==> config.mk <==
export PLATFORM = sky130hd
export DESIGN_NAME = interboard_receiver
export DESIGN_NICKNAME = d
export VERILOG_FILES = /design/src/rtl/interboard_pkg.sv /design/src/rtl/sync_ff.sv /design/src/rtl/interboard_receiver.sv
export SDC_FILE = /design/constraint.sdc
export NUM_CORES = 1
export LEC_CHECK = 0
export CAP_MARGIN = 20
export CORE_ASPECT_RATIO = 0.8
export CORE_MARGIN = 2
export CORE_UTILIZATION = 58
export DETAILED_ROUTE_END_ITERATION = 16
export PLACE_DENSITY = 0.79
export SYNTH_ARGS = -nofsm -noshare
export SYNTH_HDL_FRONTEND = slang
export SYNTH_SLANG_ARGS = --single-unit
==> constraint.sdc <==
create_clock -name clk -period 4.15 [get_ports clk]
set_input_delay 0.415 -clock clk [delete_from_list [all_inputs] [get_ports clk]]
set_output_delay 0.415 -clock clk [all_outputs]
set_load 0.01 [all_outputs]
==> src/rtl/interboard_pkg.sv <==
// Shared definitions for the inter-board Request/Ack link (receiver and transmitter).
// Message types, beat layout and receiver FSM states.
package interboard_pkg;

    localparam logic [2:0] MSG_RST   = 3'd0;
    localparam logic [2:0] MSG_START = 3'd1;
    localparam logic [2:0] MSG_NUM   = 3'd2;
    localparam logic [2:0] MSG_WIN   = 3'd3;
    localparam logic [2:0] MSG_READY = 3'd4;

    localparam int unsigned BEAT_MARK_BIT = 5;

    typedef enum logic [2:0] {
        StWaitLow,
        StIdle,
        StAck0,
        StWait1,
        StAck1,
        StAckDrop
    } rx_state_e;

endpackage

==> src/rtl/sync_ff.sv <==
// Multi-flop synchronizer for a single asynchronous bit.
// Deliberately unreset: clearing it would fake a low request and let a held beat be re-acked.
module sync_ff #(
    parameter int unsigned SYNC_STAGES = 2
) (
    input  logic clk_i,
    input  logic d_i,
    output logic q_o
);

    logic [SYNC_STAGES-1:0] sync_d, sync_q;

    always_comb begin
        sync_d[0] = d_i;
        for (int i = 1; i < SYNC_STAGES; i++) begin
            sync_d[i] = sync_q[i-1];
        end
    end

    always_ff @(posedge clk_i) begin
        sync_q <= sync_d;
    end

    assign q_o = sync_q[SYNC_STAGES-1];

endmodule

==> src/rtl/interboard_receiver.sv <==
// Receive side of the 4-phase Request/Ack inter-board link: acks each 6-bit beat and
// reassembles two-beat frames into {msg_type, number}, delivered as a one-cycle pulse.
module interboard_receiver
    import interboard_pkg::*;
#(
    parameter int unsigned SYNC_STAGES = 2,
    parameter int unsigned TIMEOUT     = 1_000_000
) (
    input  logic       clk,
    input  logic       rst,
    input  logic       Request_in,
    input  logic [5:0] inter_data_in,
    output logic       Ack_out,
    output logic       interboard_en,
    output logic [2:0] interboard_msg_type,
    output logic [4:0] interboard_number,
    output logic       interboard_rst,
    output logic       frame_err
);

    localparam int unsigned CntW = (TIMEOUT > 2) ? $clog2(TIMEOUT) : 1;
    localparam logic [CntW-1:0] CntLast = CntW'(TIMEOUT - 1);

    rx_state_e       state_d, state_q;
    logic [CntW-1:0] cnt_d, cnt_q;
    logic [2:0]      type_d, type_q;
    logic [2:0]      msg_type_d, msg_type_q;
    logic [4:0]      number_d, number_q;
    logic            ack_d, ack_q;
    logic            en_d, en_q;
    logic            irst_d, irst_q;
    logic            err_d, err_q;

    logic req_s;
    logic marker;
    logic timeout;

    sync_ff #(
        .SYNC_STAGES(SYNC_STAGES)
    ) u_req_sync (
        .clk_i(clk),
        .d_i  (Request_in),
        .q_o  (req_s)
    );

    assign marker  = inter_data_in[BEAT_MARK_BIT];
    assign timeout = (cnt_q == CntLast);

    always_ff @(posedge clk) begin
        if (rst) begin
            state_q    <= StWaitLow;
            cnt_q      <= '0;
            type_q     <= '0;
            msg_type_q <= '0;
            number_q   <= '0;
            ack_q      <= 1'b0;
            en_q       <= 1'b0;
            irst_q     <= 1'b0;
            err_q      <= 1'b0;
        end else begin
            state_q    <= state_d;
            cnt_q      <= cnt_d;
            type_q     <= type_d;
            msg_type_q <= msg_type_d;
            number_q   <= number_d;
            ack_q      <= ack_d;
            en_q       <= en_d;
            irst_q     <= irst_d;
            err_q      <= err_d;
        end
    end

    always_comb begin
        state_d = state_q;
        unique case (state_q)
            StWaitLow: if (!req_s) state_d = StIdle;
            StIdle:    if (req_s) state_d = marker ? StAck0 : StAckDrop;
            StAck0:    if (!req_s) state_d = StWait1;
            StWait1: begin
                if (req_s)        state_d = marker ? StAck0 : StAck1;
                else if (timeout) state_d = StIdle;
            end
            StAck1:    if (!req_s) state_d = StIdle;
            StAckDrop: if (!req_s) state_d = StIdle;
            default:   state_d = StWaitLow;
        endcase
    end

    always_comb begin
        ack_d  = (state_d == StAck0) || (state_d == StAck1) || (state_d == StAckDrop);
        en_d   = (state_q == StWait1) && (state_d == StAck1);
        irst_d = en_d && (type_q == MSG_RST);
        err_d  = ((state_q == StIdle) && req_s && !marker) ||
                 ((state_q == StWait1) && (req_s ? marker : timeout));

        // A new beat 0, from idle or restarting mid-frame, replaces the pending type.
        type_d = type_q;
        if ((state_d == StAck0) && (state_q != StAck0)) begin
            type_d = inter_data_in[2:0];
        end else if ((state_q == StWait1) && (state_d == StIdle)) begin
            type_d = '0;
        end

        msg_type_d = msg_type_q;
        number_d   = number_q;
        if (en_d) begin
            msg_type_d = type_q;
            number_d   = inter_data_in[4:0];
        end

        cnt_d = '0;
        if (state_q == StWait1) begin
            cnt_d = timeout ? cnt_q : cnt_q + 1'b1;
        end
    end

    assign Ack_out             = ack_q;
    assign interboard_en       = en_q;
    assign interboard_rst      = irst_q;
    assign frame_err           = err_q;
    assign interboard_msg_type = msg_type_q;
    assign interboard_number   = number_q;

endmodule
==> results.yml <==
clocking:
  cts-root-buf: "clkbuf_8"
  cts_resized: 0
  cts_tree: "built"
  h-tree-depth: 2
  cts_setup_buffers: 0
  clock_path_buffers: 2
  clock_sinks: 40
  postCtsHoldBufs: 0
  clkLatencyLatePin_ps: 290
  path_clk_slew_ps: 70
  cts_buffers: 5
setup_path:
  crit_fanout: 6
  required_ps: 4330
  worst_ep_arrival_time_ps: 2360
  crit_path_end_kind: "flop"
  path_class: "reg2reg"
  start_kind: "flop"
synthesis:
  yosysWarnings: 0
  synth_top_area_cell: "dfxtp_1"
  seq_area_frac_synth_pct: 46.6
  synth-async-reset-ratio_pct: 0
  syn_avg_cell_area_sq_um: 9.14
  synth-seq-cells: 40
  synth_edf_count: 0
  synth.cell_area_sq_mm: 0.00172
  synth_cell_type_count: 45
  ys.flop_type: "dfxtp_1"
  syn_inst: 188
  synth.top_cell.area_share_pct: 46.6
  yosys-top-cells-area: "dfxtp_1, mux2i_1, nor2_1, a21oi_1, nand2_1"
  syn-num-nets: 198
cells_and_area:
  syn2layout_area_growth_pct: 18.5
  drive_gt1_share_pct: 5.71
  fillers: 212
  diodes: 0
  num-nets-final: 219
  stdcell_count: 248
timing:
  fin_worst_skew_ps: 4.29
  tightest_slew_ps: 1030
  max_freq_mhz: 459
  final_max_slew_viol_count: 0
  tns_ps: 0
  setup-violations-final: 0
  setup_slack_ps: 1970
  fin_crit_ps: 2180
  hold_viol_final: 0
  final.period_utilization_pct: 52.5
  rsz0062_at_grt: "false"
  relSlewSlack_pct: 31.0
floorplanning:
  die-area_sq_mm: 0.00342
  die_w_um: 64.8
  placeableCoreArea_sq_mm: 0.00279
  initial_core_util_pct: 61.7
  ios: 21
  num_rows: 17
  die_y_um: 52.7
global_routing:
  grt-ovfl-total: 0
  grt_usage_pct: 24.8
  grt_max_degree: 21
  grt_first_pass_wirelength_um: 6330
  antenna_found_initial: 0
  grt_pass1_vias: 1338
routing:
  wl_um: 3830
  route.detailed.wl_per_inst_um: 15.5
  antenna_left: 0
  dr_total_vias: 1506
  vias_per_cell: 6.07
  firstDrtPassIters: 4
  drc_errors: 0
  drtIter0Drc: 91
pwr:
  p_leak_uw: 0.000748
  total_power_uw: 686
  cellPowerDensity_mw_per_mm2: 337
  ir_drop_uv: 255
status:
  status: "completed"
job:
  cap_violations: 0
placement:
  placedCellCount: 240
  port_buffers: 20
  place_ws_ps: 1830
  dp_hpwl_um: 2720
  gp_congestion: 0.848
min_path:
  min_path_type: "reg2reg"
-- metal layers --
| metal | GRT usage (%) | wire length [um] | up-vias |
|---|---|---|---|
| met5 | 0 | 0 | - |
| li1 | - | - | 732 |
| met2 | 40.0 | 1750 | 42 |
| met4 | 8.51 | 31 | 0 |
| met3 | 6.45 | 171 | 3 |
| met1 | 32.4 | 1880 | 729 |
-- cells in the mapped netlist (2+ instances only) --
library cell	instances
and2_1	2
or4_1	2
a32o_1	3
inv_1	6
nor3_1	7
nor3b_1	2
nand2_1	12
mux2i_1	10
nor4b_1	2
xnor2_1	5
o31ai_1	2
nor4_1	3
a21oi_1	9
or3_1	4
clkbuf_1	6
nand4_1	5
xor2_1	3
a31oi_1	5
nor2_1	21
dfxtp_1	40
nand2b_1	2
o21ai_0	5
o21a_1	2
nand3_1	7
nor2b_1	2
and3_1	2
-- cell type report --
cell class / instances / area, sq um / area share, %
clock buffer: 8 / 90.1 / 4.43
inverter: 6 / 22.5 / 1.11
multi-input combinational: 135 / 867 / 42.6
sequential: 40 / 801 / 39.3
tap: 38 / 47.5 / 2.34
timing repair buffer: 21 / 208 / 10.2
-- worst max-delay path, stage by stage (launching register included) --
cell and delay [ps]:
dfxtp_1 400, nand2_1 120, nor4_1 850, nand3_1 360, a211o_1 340
-- cells by family after synthesis --
family	after synthesis	synth area share, %
fa+ha+maj	1	0.728
compound gates	34	13.3
simple gates	82	26.5
flops	40	46.6
xor+xnor	8	4.08
mux	10	5.83
buf+inv	13	2.91
-- sequential cells by signal (all words and copies together) (netlist names) --
register / flops
u_req_sync.sync_q: 2
state_q: 3
frame_err: 1
cnt_q: 20
interboard_number: 5
type_q: 3
Ack_out: 1
interboard_rst: 1
interboard_msg_type: 3
interboard_en: 1
-- cells in the final DEF (no fill, tap or decap), drive strengths merged, types with 7 or more instances in the layout --
master,n
nand3,7
nand2,12
clkbuf,8
nor3,7
clkdlybuf4s50,20
a21oi,9
dfxtp,40
nor2,21
mux2i,10
-- where the power goes --
part	switching (uW)	total, uW	internal (uW)
registers	5.46	394	388
clock network	129	264	136
logic	13.0	28.1	15.1
-- final timing paths --
path | from | end | slack (ps) | cells past startpoint
min | u_req_sync.sync_q[0]$_DFF_P_ | u_req_sync.sync_q[1]$_DFF_P_ | 340 | 0
min reg2reg | u_req_sync.sync_q[0]$_DFF_P_ | u_req_sync.sync_q[1]$_DFF_P_ | 340 | 0
max reg2reg | cnt_q[17]$_SDFFE_PP0N_ | state_q[1]$_SDFF_PP0_ | 1970 | 4
max | cnt_q[17]$_SDFFE_PP0N_ | state_q[1]$_SDFF_PP0_ | 1970 | 4
-- through the flow --
stage	area, sq um	hold WS, ps	utilization (%)
global route	2040	356	73.1
finish	2040	341	73.1
CTS	2040	338	73.1
detailed placement	1950	321	69.8
global placement	1950	316	69.8
floorplan	1720	310	-
No activity file was read; power rests on OpenSTA's default activity.
==> RTL change (config.mk and constraints unchanged) <==
Make the reset (`rst`) asynchronous in one clocked block.
--- a/src/rtl/interboard_receiver.sv
+++ b/src/rtl/interboard_receiver.sv
@@ -48,3 +48,3 @@
 
-    always_ff @(posedge clk) begin
+    always_ff @(posedge clk or posedge rst) begin
         if (rst) begin
Formal check against the unedited RTL: differs if rst is asserted again (counterexample within 4 cycles, from zero or initial values and one cycle with rst high); with rst held inactive, the same outputs for 10 cycles.
==> RTL change against the original RTL <==
  * Area after synthesis is 8.2% higher
  * Via count shrank 6.9%
  * Fmax decreased by 3.9%
  * Wire length fell by 5.4%
  * Critical endpoint is now interboard_msg_type[0]$_DFFE_PP0P_
  * Worst setup slack got worse by 0.089 ns
  * Highest routed layer unchanged
  * Sequential cell count did not move
  * Final area rose by 7.1%
  * Synthesized cell count is 8.0% lower
Power is not compared: it rests on default switching activity, and its combinational part moved more than twofold at a synthesized area within 25%.
==> RTL change: results (changes against the original RTL) <==
[cells_and_area]
fin_nets = 203  ; -7.3%
drive_gt1_share_pct = 8.25  ; +2.5 points

[run_status]
status = complete, no violations

[power]
intPower_mw = 0.783

[placement]
place_congestion = 0.838  ; -1.2%
hpwl_mm = 2.65  ; -2.6%

[logic_synthesis]
synth_area_leaders = dfrtp_1, mux2_1, xor2_1
synth_fp_nets = 183  ; -7.6%
yosys-top-cells-count = dfrtp_1, nand2_1, nor2_1, xor2_1, mux2_1
ys.flop_type = dfrtp_1
async_flop_share_pct = 95.0  ; +95 points

[global_route]
grt_pass1_wl_mm = 5.84  ; -7.8%
use_met2_pct = 35.6  ; -4.4 points
track_usage_pct = 22.3  ; -2.5 points
grt_pass1_vias = 1270  ; -5.1%
grt_max_degree = 39  ; +86%
use_met1_pct = 29.9  ; -2.5 points
use_met3_pct = 5.76  ; -0.69 points

[sta]
finalCriticalPeriod_ns = 2.27  ; +0.0892 ns
tightest_slew_ns = 0.777  ; -0.249 ns

[route]
met2WireLength_mm = 1.73  ; -1.0%
vias = 1402  ; -6.9%
route.met3.wl_um = 184  ; +7.6%

[worst_setup_path]
crit_arrival_ns = 2.44  ; +0.08 ns
critical_path.max_fanout = 20  ; +14
timing.rr.start = state_q[1]$_DFF_PP0_
ff2ff_path_depth = 3  ; -1
worstSetupEndpoint = interboard_msg_type[0]$_DFFE_PP0P_

[RTL change: cell count changes after synthesis, sizes merged, moves of 4 or more]
cell,change
dfrtp,+38
dfxtp,-38
mux2i,-10
mux2,+8
nor2,-8
nand2,+6
xor2,+6
a21oi,-5
xnor2,-5
and4,+4
o21ai,+4
[RTL change: power groups by stage]
stage,Combinational (mW),Sequential [mW],Clock (mW)
3_5_place_dp,0.263,0.529,0
4_1_cts,0.264,0.522,0.311
2_1_floorplan,0.133,0.529,0
5_1_grt,0.285,0.534,0.330
6_report,0.259,0.523,0.309
3_3_place_gp,0.253,0.523,0
[RTL change: how the worst min path moves through the flow]
stage	endpoint	startpoint	slack, ns
2_1_floorplan	u_req_sync.sync_q[1]$_DFF_P_	u_req_sync.sync_q[0]$_DFF_P_	0.31
3_3_place_gp	u_req_sync.sync_q[1]$_DFF_P_	u_req_sync.sync_q[0]$_DFF_P_	0.31
3_5_place_dp	u_req_sync.sync_q[1]$_DFF_P_	u_req_sync.sync_q[0]$_DFF_P_	0.32
4_1_cts	u_req_sync.sync_q[1]$_DFF_P_	u_req_sync.sync_q[0]$_DFF_P_	0.33
5_1_grt	u_req_sync.sync_q[1]$_DFF_P_	u_req_sync.sync_q[0]$_DFF_P_	0.34
6_report	u_req_sync.sync_q[1]$_DFF_P_	u_req_sync.sync_q[0]$_DFF_P_	0.33
[RTL change: cell families (layout without fill, tap and decap cells)]
family | after synthesis | after routing | share of synthesized area [%]
flip-flops | 40 | 40 | 53.3
buffers and inverters | 11 | 32 | 2.96
multiplexers | 8 | 8 | 4.85
adder cells (fa/ha/maj) | 1 | 1 | 0.673
XOR/XNOR | 9 | 9 | 4.24
AO/OA/AOI/OAI | 27 | 27 | 9.09
AND/OR/NAND/NOR | 77 | 77 | 24.8
[RTL change: worst max-delay path, stage by stage (launching register included)]
cell and delay [ns]:
dfrtp_1 0.50, nand3_1 0.61, nor2_2 0.65, mux2_1 0.38
[RTL change: per-stage QoR]
stage / utilization, % / std cells
2_1_floorplan: - / 173
3_3_place_gp: 67.6 / 226
3_5_place_dp: 67.6 / 226
4_1_cts: 71.2 / 234
5_1_grt: 71.2 / 234
6_report: 71.2 / 234
[RTL change: final cells by class]
| class | instances | share of cell area (%) |
|---|---|---|
| Clock inverter | 2 | 1.61 |
| Tap cell | 40 | 2.30 |
| Multi-Input combinational cell | 122 | 37.3 |
| Sequential cell | 40 | 45.5 |
| Clock buffer | 6 | 3.33 |
| Inverter | 3 | 0.517 |
| Timing Repair Buffer | 21 | 9.53 |
